==> src/rtl/sc_ball_shifter_pkg.sv <==
// Shared encodings for the ball shifter: FSM states, server identity, serve positions.
// Latency: n/a (constants and types only).
// Backpressure: n/a.
package sc_ball_shifter_pkg;

  // Default width of the LED position bus.
  localparam int BALL_WIDTH = 8;

  // Serve positions for the default bus width: player 1 owns the MSB, player 2 the LSB.
  localparam logic [BALL_WIDTH-1:0] SERVE_POS_JUG1 = 8'b1000_0000;
  localparam logic [BALL_WIDTH-1:0] SERVE_POS_JUG2 = 8'b0000_0001;

  typedef enum logic [1:0] {
    IDLE   = 2'b00,
    MOVE_R = 2'b01,
    MOVE_L = 2'b10,
    POINT  = 2'b11
  } ballState_t;

  typedef enum logic {
    JUG1 = 1'b0,
    JUG2 = 1'b1
  } server_t;

endpackage

==> src/rtl/sc_ball_hitlatch.sv <==
// Remembers a paddle press made while the ball sits at that player's end, until the next tick.
// Latency: set/clear registered one cycle after the qualifying input; the tick clear has priority.
// Backpressure: none; free-running.
module sc_ball_hitlatch (
  input  logic clk,
  input  logic resetInLow,
  input  logic enable,
  input  logic button_InLow,
  input  logic tick,
  output logic latched
);

  // Clear on every movement tick, otherwise set on a press inside the hit window.
  always_ff @(posedge clk or negedge resetInLow) begin
    if (!resetInLow) begin
      latched <= 1'b0;
    end else if (tick) begin
      latched <= 1'b0;
    end else if (enable && !button_InLow) begin
      latched <= 1'b1;
    end
  end

endmodule

==> src/rtl/sc_ball_shifter.sv <==
// Moves a one-hot ball across the LED bus, bounces it on in-time hits and scores misses.
// Latency: bus, direction and point pulses update on the clock edge that samples the tick.
// Backpressure: none; ticks are consumed unconditionally, start only matters in IDLE.
module sc_ball_shifter
  import sc_ball_shifter_pkg::*;
#(
  parameter int SC_BALLSHIFTER_DATAWIDTH = BALL_WIDTH,
  parameter int SC_BALLSHIFTER_HOLDTICKS = 4
) (
  input  logic                                SC_BALLSHIFTER_CLOCK_50,
  input  logic                                SC_BALLSHIFTER_RESET_InLow,
  input  logic                                SC_BALLSHIFTER_tick_InHigh,
  input  logic                                SC_BALLSHIFTER_start_InLow,
  input  logic                                SC_BALLSHIFTER_hitJUG1_InLow,
  input  logic                                SC_BALLSHIFTER_hitJUG2_InLow,
  input  logic                                SC_BALLSHIFTER_endJUG1_InLow,
  input  logic                                SC_BALLSHIFTER_endJUG2_InLow,
  output logic [SC_BALLSHIFTER_DATAWIDTH-1:0] SC_BALLSHIFTER_data_OutBUS,
  output logic                                SC_BALLSHIFTER_pointJUG1_OutHigh,
  output logic                                SC_BALLSHIFTER_pointJUG2_OutHigh,
  output logic                                SC_BALLSHIFTER_dirRight_OutHigh
);

  localparam int W  = SC_BALLSHIFTER_DATAWIDTH;
  localparam int CW = $clog2(SC_BALLSHIFTER_HOLDTICKS + 1);
  localparam logic [W-1:0]  POS_JUG1  = {1'b1, {(W-1){1'b0}}};
  localparam logic [W-1:0]  POS_JUG2  = W'(1);
  localparam logic [CW-1:0] HOLD_LAST = CW'(SC_BALLSHIFTER_HOLDTICKS - 1);

  ballState_t    state;
  server_t       server;
  logic [W-1:0]  ballBus;
  logic [CW-1:0] holdCnt;
  logic          pointJug1;
  logic          pointJug2;
  logic          dirRight;

  logic tick;
  logic enableJug1;
  logic enableJug2;
  logic latchedJug1;
  logic latchedJug2;
  logic hitJug1;
  logic hitJug2;

  assign tick = SC_BALLSHIFTER_tick_InHigh;

  // Hit window: ball sits at the player's end and is travelling toward them.
  assign enableJug1 = (state == MOVE_L) && !SC_BALLSHIFTER_endJUG1_InLow;
  assign enableJug2 = (state == MOVE_R) && !SC_BALLSHIFTER_endJUG2_InLow;

  // A press landing in the same cycle as the deciding tick still counts.
  assign hitJug1 = latchedJug1 || (enableJug1 && !SC_BALLSHIFTER_hitJUG1_InLow);
  assign hitJug2 = latchedJug2 || (enableJug2 && !SC_BALLSHIFTER_hitJUG2_InLow);

  sc_ball_hitlatch uHitJug1 (
    .clk          (SC_BALLSHIFTER_CLOCK_50),
    .resetInLow   (SC_BALLSHIFTER_RESET_InLow),
    .enable       (enableJug1),
    .button_InLow (SC_BALLSHIFTER_hitJUG1_InLow),
    .tick         (tick),
    .latched      (latchedJug1)
  );

  sc_ball_hitlatch uHitJug2 (
    .clk          (SC_BALLSHIFTER_CLOCK_50),
    .resetInLow   (SC_BALLSHIFTER_RESET_InLow),
    .enable       (enableJug2),
    .button_InLow (SC_BALLSHIFTER_hitJUG2_InLow),
    .tick         (tick),
    .latched      (latchedJug2)
  );

  // Rally FSM: every output is a register, so the comparators never see a combinational path.
  always_ff @(posedge SC_BALLSHIFTER_CLOCK_50 or negedge SC_BALLSHIFTER_RESET_InLow) begin
    if (!SC_BALLSHIFTER_RESET_InLow) begin
      state     <= IDLE;
      server    <= JUG1;
      ballBus   <= POS_JUG1;
      holdCnt   <= '0;
      pointJug1 <= 1'b0;
      pointJug2 <= 1'b0;
      dirRight  <= 1'b1;
    end else begin
      pointJug1 <= 1'b0;
      pointJug2 <= 1'b0;
      if (tick) begin
        case (state)
          IDLE: begin
            if (!SC_BALLSHIFTER_start_InLow) begin
              state    <= (server == JUG1) ? MOVE_R : MOVE_L;
              dirRight <= (server == JUG1);
            end
          end
          MOVE_R: begin
            if (SC_BALLSHIFTER_endJUG2_InLow) begin
              ballBus <= ballBus >> 1;
            end else if (hitJug2) begin
              state    <= MOVE_L;
              ballBus  <= ballBus << 1;
              dirRight <= 1'b0;
            end else begin
              state     <= POINT;
              ballBus   <= '0;
              pointJug1 <= 1'b1;
              server    <= JUG2;
              holdCnt   <= '0;
            end
          end
          MOVE_L: begin
            if (SC_BALLSHIFTER_endJUG1_InLow) begin
              ballBus <= ballBus << 1;
            end else if (hitJug1) begin
              state    <= MOVE_R;
              ballBus  <= ballBus >> 1;
              dirRight <= 1'b1;
            end else begin
              state     <= POINT;
              ballBus   <= '0;
              pointJug2 <= 1'b1;
              server    <= JUG1;
              holdCnt   <= '0;
            end
          end
          POINT: begin
            if (holdCnt == HOLD_LAST) begin
              state    <= IDLE;
              holdCnt  <= '0;
              ballBus  <= (server == JUG1) ? POS_JUG1 : POS_JUG2;
              dirRight <= (server == JUG1);
            end else begin
              holdCnt <= holdCnt + 1'b1;
            end
          end
          default: state <= IDLE;
        endcase
      end
    end
  end

  assign SC_BALLSHIFTER_data_OutBUS       = ballBus;
  assign SC_BALLSHIFTER_pointJUG1_OutHigh = pointJug1;
  assign SC_BALLSHIFTER_pointJUG2_OutHigh = pointJug2;
  assign SC_BALLSHIFTER_dirRight_OutHigh  = dirRight;

endmodule

==> config.mk <==
export PLATFORM = sky130hd
export DESIGN_NAME = sc_ball_shifter
export DESIGN_NICKNAME = d
export VERILOG_FILES = /design/src/rtl/sc_ball_shifter_pkg.sv /design/src/rtl/sc_ball_hitlatch.sv /design/src/rtl/sc_ball_shifter.sv
export SDC_FILE = /design/constraint.sdc
export NUM_CORES = 1
export LEC_CHECK = 0
export ABC_AREA = 0
export CAP_MARGIN = 20
export CORE_MARGIN = 10
export CORE_UTILIZATION = 57
export DETAILED_ROUTE_END_ITERATION = 8
export PLACE_DENSITY = 0.95
export SLEW_MARGIN = 0
export SYNTH_ARGS = -nofsm -noshare
export SYNTH_HDL_FRONTEND = slang
export SYNTH_HIERARCHICAL = 1
export SYNTH_SLANG_ARGS = --single-unit
==> constraint.sdc <==
create_clock -name SC_BALLSHIFTER_CLOCK_50 -period 2.5 [get_ports SC_BALLSHIFTER_CLOCK_50]
set_input_delay 0.25 -clock SC_BALLSHIFTER_CLOCK_50 [delete_from_list [all_inputs] [get_ports SC_BALLSHIFTER_CLOCK_50]]
set_output_delay 0.25 -clock SC_BALLSHIFTER_CLOCK_50 [all_outputs]
set_load 0.01 [all_outputs]
; Yosys cells after proc, flatten, opt, wreduce, memory -nomap -nowiden
; Cells that the tools add are included.
[totals]
ff_bits = 19
output_inout_bits = 11
elab_cells = 88
[op_classes]
add_sub_neg = 1
eq_ne = 12
muxes = 45
n_bitwise = 1
n_reduce_logical = 20
[ops]
columns = op, n
row1 = 8-bit two-way mux, 5
row2 = 8-bit one-hot mux with 3 select lines, 1
row3 = 1-bit two-way mux, 23
row4 = 2-bit inequality test (second input constant), 8
row5 = 3-bit two-way mux, 5
row6 = 2-bit two-way mux, 6
row7 = 6-bit AND reduction, 2
row8 = 3-bit one-hot mux with 3 select lines, 1
row9 = 2-bit one-hot mux with 4 select lines, 1
row10 = 7-bit two-way mux, 1
row11 = 7-bit AND reduction, 1
row12 = 2-bit nonzero test, 3
row13 = 5-bit AND reduction, 1
row14 = 2-bit equality test (second input constant), 2
row15 = 1-bit logical AND, 4
row16 = 1-bit logical NOT, 4
row17 = 1-bit one-hot mux with 4 select lines, 1
row18 = 3-bit by 1-bit adder with 3-bit output (second input constant), 1
row19 = 3-bit by 2-bit equality test with 1-bit output (second input constant), 1
row20 = 3-bit AND reduction, 1
row21 = 3-bit nonzero test, 1
row22 = 2-bit by 1-bit equality test with 1-bit output (second input constant), 1
row23 = 2-bit logical NOT, 1
row24 = 1-bit logical OR, 2
row25 = 2 further kinds, 2

; Longest topological paths before layout
; Gate-level depths: netlist (run 1).
[depth]
word_depth = 8
ltp_mapped = 7

; Modules after synthesis
; The synthesis (run 1) kept the hierarchy.
[by_module_without_submodules]
columns = module, instances, cells_per_inst, area_per_inst_um2
row1 = sc_ball_shifter, 1, 118, 1153.6
row2 = sc_ball_hitlatch, 2, 4, 43.8

; Least setup slack after synthesis (run 1)
; OpenSTA, ideal clock, no wires.
[synth_path]
path_type = reg-to-reg
from = reg state[0]
to = reg state[1]
setup_time_ns = 0.125
arrival_ns = 1.528
setup_slack_ns = 0.848
path_stages_with_launch = 6
n_path_buf = 0
synth_period_minus_slack_ns = 1.652
cell_sequence = dfrtp_1 -> inv_1 -> ha_1 -> a21bo_2 -> a211oi_4 -> mux2_2
[synth_between]
elab_chain_len = 7
word_cells_on_any_way = 15
cone_classes = eq/ne (7) / mux (3) / reduce/logical (5)
[synth_lines]
columns = element, line
row1 = start: declaration, sc_ball_shifter.sv:30  ; ballState_t state;
row2 = start signal: assignment, sc_ball_shifter.sv:91  ; state <= (server == JUG1) ? MOVE_R : MOVE_L;
row3 = 2-bit equality test, "sc_ball_shifter.sv:49, sc_ball_shifter.sv:88"
row4 = 1-bit logical AND, sc_ball_shifter.sv:49  ; assign enableJug1 = (state == MOVE_L) && !SC_BALLSHIFTER_endJUG1_InLow;
row5 = 1-bit logical AND, sc_ball_shifter.sv:53  ; assign hitJug1 = latchedJug1 || (enableJug1 && !SC_BALLSHIFTER_hitJUG1_InLow);
row6 = 1-bit logical OR, sc_ball_shifter.sv:53
row7 = 2-bit two-way mux, sc_ball_shifter.sv:113  ; end else if (hitJug1) begin
row8 = 2-bit two-way mux, sc_ball_shifter.sv:111  ; if (SC_BALLSHIFTER_endJUG1_InLow) begin
row9 = 2-bit one-hot mux with 4 select lines, sc_ball_shifter.sv:88  ; case (state)
; Parallel ways exist; a longest one is shown, timed or not. The select of a mux whose other input is x is not followed.
; A chain may end at the register's enable or synchronous reset.

; Worst setup path after layout (run 1)
[layout_path]
from = reg state[1]
to = reg ballBus[7], in the netlist SC_BALLSHIFTER_data_OutBUS[7]
[layout_between]
elab_chain_len = 7
word_cells_on_any_way = 12
cone_classes = eq/ne (4) / mux (3) / reduce/logical (5)
[layout_lines]
columns = element, line
row1 = 2-bit by 1-bit equality test with 1-bit output, "sc_ball_shifter.sv:50, sc_ball_shifter.sv:88"
row2 = 1-bit logical AND, sc_ball_shifter.sv:50  ; assign enableJug2 = (state == MOVE_R) && !SC_BALLSHIFTER_endJUG2_InLow;
row3 = 1-bit logical AND, sc_ball_shifter.sv:54  ; assign hitJug2 = latchedJug2 || (enableJug2 && !SC_BALLSHIFTER_hitJUG2_InLow);
row4 = 1-bit logical OR, sc_ball_shifter.sv:54
row5 = 8-bit two-way mux, sc_ball_shifter.sv:98  ; end else if (hitJug2) begin
row6 = 8-bit two-way mux, sc_ball_shifter.sv:96  ; if (SC_BALLSHIFTER_endJUG2_InLow) begin
row7 = 8-bit one-hot mux with 3 select lines, sc_ball_shifter.sv:88
row8 = end signal: assignment, sc_ball_shifter.sv:97  ; ballBus <= ballBus >> 1;
row9 = end signal: assignment, sc_ball_shifter.sv:100  ; ballBus <= ballBus << 1;
row10 = end signal: assignment, sc_ball_shifter.sv:112  ; ballBus <= ballBus << 1;
row11 = end: declaration, sc_ball_shifter.sv:32  ; logic [W-1:0] ballBus;
; Parallel ways exist; a longest one is shown, timed or not.

==> impl_metrics.yaml, run 1 <==
outcome:
  status: "finished, final reports clean"
detailed_routing:
  vias: 1058
  drt_iter0_markers: 65
  via_per_inst: 6.26
  wl_per_cell_um: 16.3
  ant_nets: 0
  drt_pass1_iterations: 4
  route.detailed.drc: 0
  routed_wl_um: 2750
timing:
  finalSetupViolations: 0
  setup_tns_ps: 0
  finClkSkew_ps: 2.39
  min_period_ps: 1940
  fin_crit_sh_pct: 77.5
  relSlewSlack_pct: 42.4
  rsz0062_at_grt: "false"
  worst_pin_slew_ps: 861
  fin_hold_ws_ps: 427
  fmax_mhz: 516
  finalHoldViolCount: 0
  drv_slew: 0
min_path:
  hp-class: "input pin to asynchronous set/reset pin"
clock_tree:
  h-tree-depth: 1
  cts_root_buf: "clkbuf_4"
  clkLatencyLatePin_ps: 300
  clockBufferDepth: 2
  clk_pin_slew_ps: 110
  cts_setup_buffers: 0
  cts_buffers: 3
  hold_buffers: 0
  cts_resized: 0
  cts_tree: "built"
  cts.sinks: 19
power_and_ir_drop:
  vdd_drop_max_mv: 0.745
  power_frac_seq_pct: 31.8
  leakage_nw: 0.612
  p_int_w: 0.000983
  power_frac_clock_pct: 9.3
  p_sw_w: 0.000721
  power_density_nw_per_um2: 1170
  pwr-share-comb_pct: 58.9
  switching_share_pct: 42.3
global_route:
  grt-ovfl-total: 0
  grt_pass1_vias: 995
  grt_use_total_pct: 13.2
  grt_pass1_wl_um: 4640
  grt_max_degree: 20
  antenna_found_initial: 0
floorplan:
  rows: 16
  dieArea_um2: 4440
  core_um2: 2020
  initial_core_util_pct: 61.4
  die_y_um: 66.7
  io_pins: 19
  die_w_um: 66.7
synthesis:
  syn_avg_cell_area_um2: 9.85
  synth_cell_types: 38
  synth_area_um2: 1240
  synth_edf_count: 0
  yosys_most_used_dff: "dfrtp_1"
  synth_nets: 140
  postSynthCellCount: 126
  async_reset_ff_share_pct: 100
  yosysWarnings: 6
  ys_seq_area_share_pct: 38.5
  synth_area_leader_cell: "dfrtp_1"
  ys_top_cells_by_area: "dfrtp_1 (34%), a22o_1 (6.4%), ha_1 (6.0%)"
  ys_ff_latch: 19
  netlist_top_cells_count: "dfrtp_1 (17), a21oi_1 (10), a22o_1 (9)"
  synth.top_cell.area_share_pct: 34.3
  synth.most_common_cell: "dfrtp_1"
critical_path:
  cpPeakStageDelay_ps: 500
  crit_arrival_ps: 2160
  end_kind: "flip-flop"
  r2r_end: "SC_BALLSHIFTER_data_OutBUS[7]$_DFFE_PN1P_"
  crit_chain: "inv_1 -> ha_1 -> nand2b_1 -> a21oi_1 -> a22oi_1 -> o31ai_1"
  crit_slowest_cell: "a21oi_1"
  rrSetupSlack_ps: 560
  critPathMaxFanout: 7
  timing.rr.start: "state[1]$_DFFE_PN0P_"
  cp.required_ps: 2720
  start_kind: "flip-flop"
  critical_path_class: "flip-flop to flip-flop"
  reg2reg_depth: 6
placed_design:
  dp.cells: 165
  gp_congestion: 0.853
  portBuffers: 18
  dpl.hpwl_um: 2010
job:
  max_cap_viol_count: 0
finish:
  drive_gt1_share_pct: 13.4
  finalNetCount: 157
  syn_to_final_growth_pct: 17.4
  stdcell_count: 169
  fillCellCount: 153
  diodes: 0
-- stage by stage --
| step | cell area (um2) | power [W] | setup slack [ps] | util (%) |
|---|---|---|---|---|
| after global routing | 1460 | 0.00184 | 382 | 72.1 |
| after CTS | 1460 | 0.00170 | 558 | 72.1 |
| after detailed placement | 1430 | 0.00154 | 538 | 70.8 |
| after global placement | 1430 | 0.00150 | 589 | 70.8 |
| final | 1460 | 0.00170 | 563 | 72.1 |
| after floorplan | 1240 | 0.00125 | 848 | - |
-- sequential cells by signal, indices dropped and copies added (netlist names) --
name,flops
SC_BALLSHIFTER_data_OutBUS,8
SC_BALLSHIFTER_dirRight_OutHigh,1
SC_BALLSHIFTER_pointJUG1_OutHigh,1
SC_BALLSHIFTER_pointJUG2_OutHigh,1
holdCnt,3
server,1
state,2
uHitJug1/latched,1
uHitJug2/latched,1
-- layout by cell type, fill, tap and decap left out, types with 2 or more instances in the layout --
master | Yosys | layout
clkdlybuf4s50_1 | 0 | 18
buf_4 | 1 | 2
o21ai_0 | 2 | 2
a31oi_1 | 7 | 7
nand2b_1 | 4 | 4
inv_1 | 8 | 8
ha_1 | 6 | 6
nand3_1 | 6 | 6
mux2i_1 | 3 | 3
a22oi_1 | 2 | 2
nor2_1 | 5 | 5
dfstp_2 | 2 | 2
mux2_4 | 2 | 2
a21oi_1 | 10 | 10
nor2b_1 | 6 | 6
a221o_1 | 6 | 6
clkbuf_4 | 0 | 3
a21oi_2 | 3 | 3
a22o_1 | 9 | 9
nand2_1 | 3 | 3
dfrtp_1 | 17 | 17
-- worst max-delay path, delay by kind of cell (launching register included) --
| kind | cells | cell delay, ps |
|---|---|---|
| compound gates | 3 | 910 |
| flops | 1 | 430 |
| buf+inv | 1 | 120 |
| fa+ha+maj | 1 | 310 |
| simple gates | 1 | 90 |
-- power by group through the flow --
| stage | Clock [W] | Sequential (W) | Combinational [W] |
|---|---|---|---|
| floorplan | 0 | 0.000548 | 0.000702 |
| global placement | 0 | 0.000541 | 0.000959 |
| detailed placement | 0 | 0.000546 | 0.000990 |
| CTS | 0.000159 | 0.000540 | 0.00100 |
| global route | 0.000169 | 0.000562 | 0.00111 |
| finish | 0.000159 | 0.000542 | 0.00100 |
-- kinds of logic after synthesis --
family / Yosys count / share of synthesized area (%)
AO/OA/AOI/OAI: 47 / 29.1
adder cells (fa/ha/maj): 6 / 6.05
flip-flops: 19 / 38.5
multiplexers: 6 / 5.75
buffers and inverters: 16 / 5.54
AND/OR/NAND/NOR: 32 / 15.0
-- worst max-delay path by stage --
stage,from,end,slack (ps),cells past startpoint
final,state[1]$_DFFE_PN0P_,SC_BALLSHIFTER_data_OutBUS[7]$_DFFE_PN1P_,560,6
after global routing,state[1]$_DFFE_PN0P_,SC_BALLSHIFTER_data_OutBUS[7]$_DFFE_PN1P_,380,6
after CTS,state[1]$_DFFE_PN0P_,SC_BALLSHIFTER_data_OutBUS[7]$_DFFE_PN1P_,560,6
after detailed placement,SC_BALLSHIFTER_endJUG1_InLow,state[1]$_DFFE_PN0P_,540,4
after global placement,SC_BALLSHIFTER_endJUG1_InLow,state[1]$_DFFE_PN0P_,590,4
after floorplan,state[0]$_DFFE_PN0P_,state[1]$_DFFE_PN0P_,850,5
-- layer usage --
metal,global-route usage [%],part of all wire [%],vias to the layer above
met5,0,0,-
met4,7.07,2.0,0
met3,4.01,9.4,7
met2,19.7,45,61
met1,16.4,43,489
li1,-,-,501
-- final cells by class --
type	instances	area [um2]	share of cell area (%)
clock buffers	4	26.3	1.80
well taps	27	33.8	2.32
inverters	8	30.0	2.06
flip-flops and latches	19	478	32.8
multi-input cells	91	694	47.6
repair buffers	20	195	13.4
(Power assumes the default switching activity.)
==> run 2, diff against run 1 <==
--- a/config.mk
+++ b/config.mk
@@ -8,9 +8,9 @@
 export ABC_AREA = 0
 export CAP_MARGIN = 20
 export CORE_MARGIN = 10
-export CORE_UTILIZATION = 57
+export CORE_UTILIZATION = 53
 export DETAILED_ROUTE_END_ITERATION = 8
-export PLACE_DENSITY = 0.95
+export PLACE_DENSITY = 0.9
 export SLEW_MARGIN = 0
 export SYNTH_ARGS = -nofsm -noshare
 export SYNTH_HDL_FRONTEND = slang
==> constraint.sdc (replaced) <==
create_clock -name SC_BALLSHIFTER_CLOCK_50 -period 1.9 [get_ports SC_BALLSHIFTER_CLOCK_50]
set_input_delay 0.19 -clock SC_BALLSHIFTER_CLOCK_50 [delete_from_list [all_inputs] [get_ports SC_BALLSHIFTER_CLOCK_50]]
set_output_delay 0.19 -clock SC_BALLSHIFTER_CLOCK_50 [all_outputs]
set_load 0.01 [all_outputs]
==> run 2 against run 1 <==
Sequential share of layout area down 1.2 points. Largest power group unchanged. Critical path type unchanged. Cell area up 3.8%. Clock power up 37%.
==> impl_metrics.yaml, run 2 (synthesis gave the netlist of run 1 again) <==
clock_tree:
  cts_tree: "built"
  hold_buffers: 0
  cts_resized: 0
  cts_buffers: 3
  h-tree-depth: 1
  clkLatencyLatePin_ps: 310
  cts.sinks: 19
  cts_setup_buffers: 0
  clk_pin_slew_ps: 110
  cts_root_buf: "clkbuf_4"
  clockBufferDepth: 2
timing:
  drv_slew: 0
  relSlewSlack_pct: 74.7
  min_period_ps: 1740
  finalHoldViolCount: 0
  finClkSkew_ps: 3.29
  fin_crit_sh_pct: 91.5
  setup_tns_ps: 0
  rsz0062_at_grt: "false"
  fin_hold_ws_ps: 196
  fmax_mhz: 575
  finalSetupViolations: 0
  worst_pin_slew_ps: 379
critical_path:
  crit_arrival_ps: 1950
  timing.rr.start: "state[0]$_DFFE_PN0P_"
  critical_path_class: "flip-flop to flip-flop"
  rrSetupSlack_ps: 160
  cp.required_ps: 2110
  critPathMaxFanout: 9
  r2r_end: "SC_BALLSHIFTER_data_OutBUS[1]$_DFFE_PN0P_"
  reg2reg_depth: 4
  end_kind: "flip-flop"
  start_kind: "flip-flop"
floorplan:
  rows: 17
  dieArea_um2: 4680
  initial_core_util_pct: 56.1
  core_um2: 2210
  die_w_um: 68.4
  die_y_um: 68.4
  io_pins: 19
power_and_ir_drop:
  total_power_w: 0.00232
  leakage_nw: 0.641
  vdd_drop_max_mv: 1.04
  power_density_nw_per_um2: 1530
detailed_routing:
  drt_pass1_iterations: 4
  wl_per_cell_um: 17.2
  via_per_inst: 6.33
  vias: 1114
  drt_iter0_markers: 84
  routed_wl_um: 3030
  ant_nets: 0
  route.detailed.drc: 0
global_route:
  use_met2_pct: 23.8
  grt_busiest_layer: "met2"
  use_met3_pct: 2.61
  grt_pass1_wl_um: 5140
  grt_use_total_pct: 14.1
  grt_max_degree: 20
  grt-ovfl-total: 0
  grtUsageMet1_pct: 17.0
  antenna_found_initial: 0
  grt_pass1_vias: 1122
outcome:
  status: "finished, final reports clean"
finish:
  drive_gt1_share_pct: 19.6
  final_common_cell: "clkdlybuf4s50_1"
  diodes: 0
  syn_to_final_growth_pct: 21.9
  largest_register_ff_count: 8
  layout_common_cells: "clkdlybuf4s50_1 (18), dfrtp_1 (17), a21oi_1 (10)"
  fillCellCount: 177
  finalNetCount: 163
placed_design:
  dpl.hpwl_um: 2260
  portBuffers: 18
  gp_congestion: 0.866
job:
  max_cap_viol_count: 0
min_path:
  hp-class: "input pin to asynchronous set/reset pin"
[run 2: power breakdown]
group	leakage [nW]	total [W]	switching, W	internal [W]
logic	0.386	0.00139	0.000699	0.000691
registers	0.241	0.000713	0.000157	0.000557
clock network	0.0150	0.000218	0.000136	0.0000821
total	0.641	0.00232	0.000991	0.00133
[run 2: cell type report]
cell class | instances | area, um2 | share of cell area, %
multi-input cells | 91 | 703 | 46.5
inverters | 8 | 30.0 | 1.99
repair buffers | 26 | 240 | 15.9
clock buffers | 4 | 26.3 | 1.74
flip-flops and latches | 19 | 478 | 31.6
well taps | 28 | 35.0 | 2.32
[run 2: worst max path at each step]
stage / from / end / slack, ps / cells past startpoint
2_1_floorplan: state[0]$_DFFE_PN0P_ / state[1]$_DFFE_PN0P_ / 250 / 5
3_3_place_gp: SC_BALLSHIFTER_hitJUG2_InLow / holdCnt[0]$_DFFE_PN0P_ / 120 / 5
3_5_place_dp: SC_BALLSHIFTER_hitJUG2_InLow / holdCnt[0]$_DFFE_PN0P_ / 80 / 5
4_1_cts: state[0]$_DFFE_PN0P_ / state[1]$_DFFE_PN0P_ / 90 / 5
5_1_grt: state[0]$_DFFE_PN0P_ / SC_BALLSHIFTER_data_OutBUS[1]$_DFFE_PN0P_ / 20 / 7
6_report: state[0]$_DFFE_PN0P_ / SC_BALLSHIFTER_data_OutBUS[1]$_DFFE_PN0P_ / 160 / 4
[run 2: critical path, cell delays in order, from the launching register on]
cell and delay (ps):
dfrtp_1 420, ha_1 350, or2_0 380, a221o_1 310, a22o_1 180
[run 2: metal layers]
metal	up-vias	share of wire [%]	wire length (um)
li1	514	-	-
met4	0	2.7	82
met1	526	42	1260
met3	17	6.9	210
met2	57	49	1480
met5	-	0	0
[run 2: stage by stage]
step / util (%) / cell area, um2 / std cells / setup slack, ps
finish: 68.4 / 1510 / 176 / 162
global route: 68.4 / 1510 / 176 / 17.9
CTS: 68.0 / 1500 / 176 / 88.6
detailed placement: 66.8 / 1480 / 172 / 81.7
global placement: 66.8 / 1480 / 172 / 116
floorplan: - / 1240 / 126 / 248
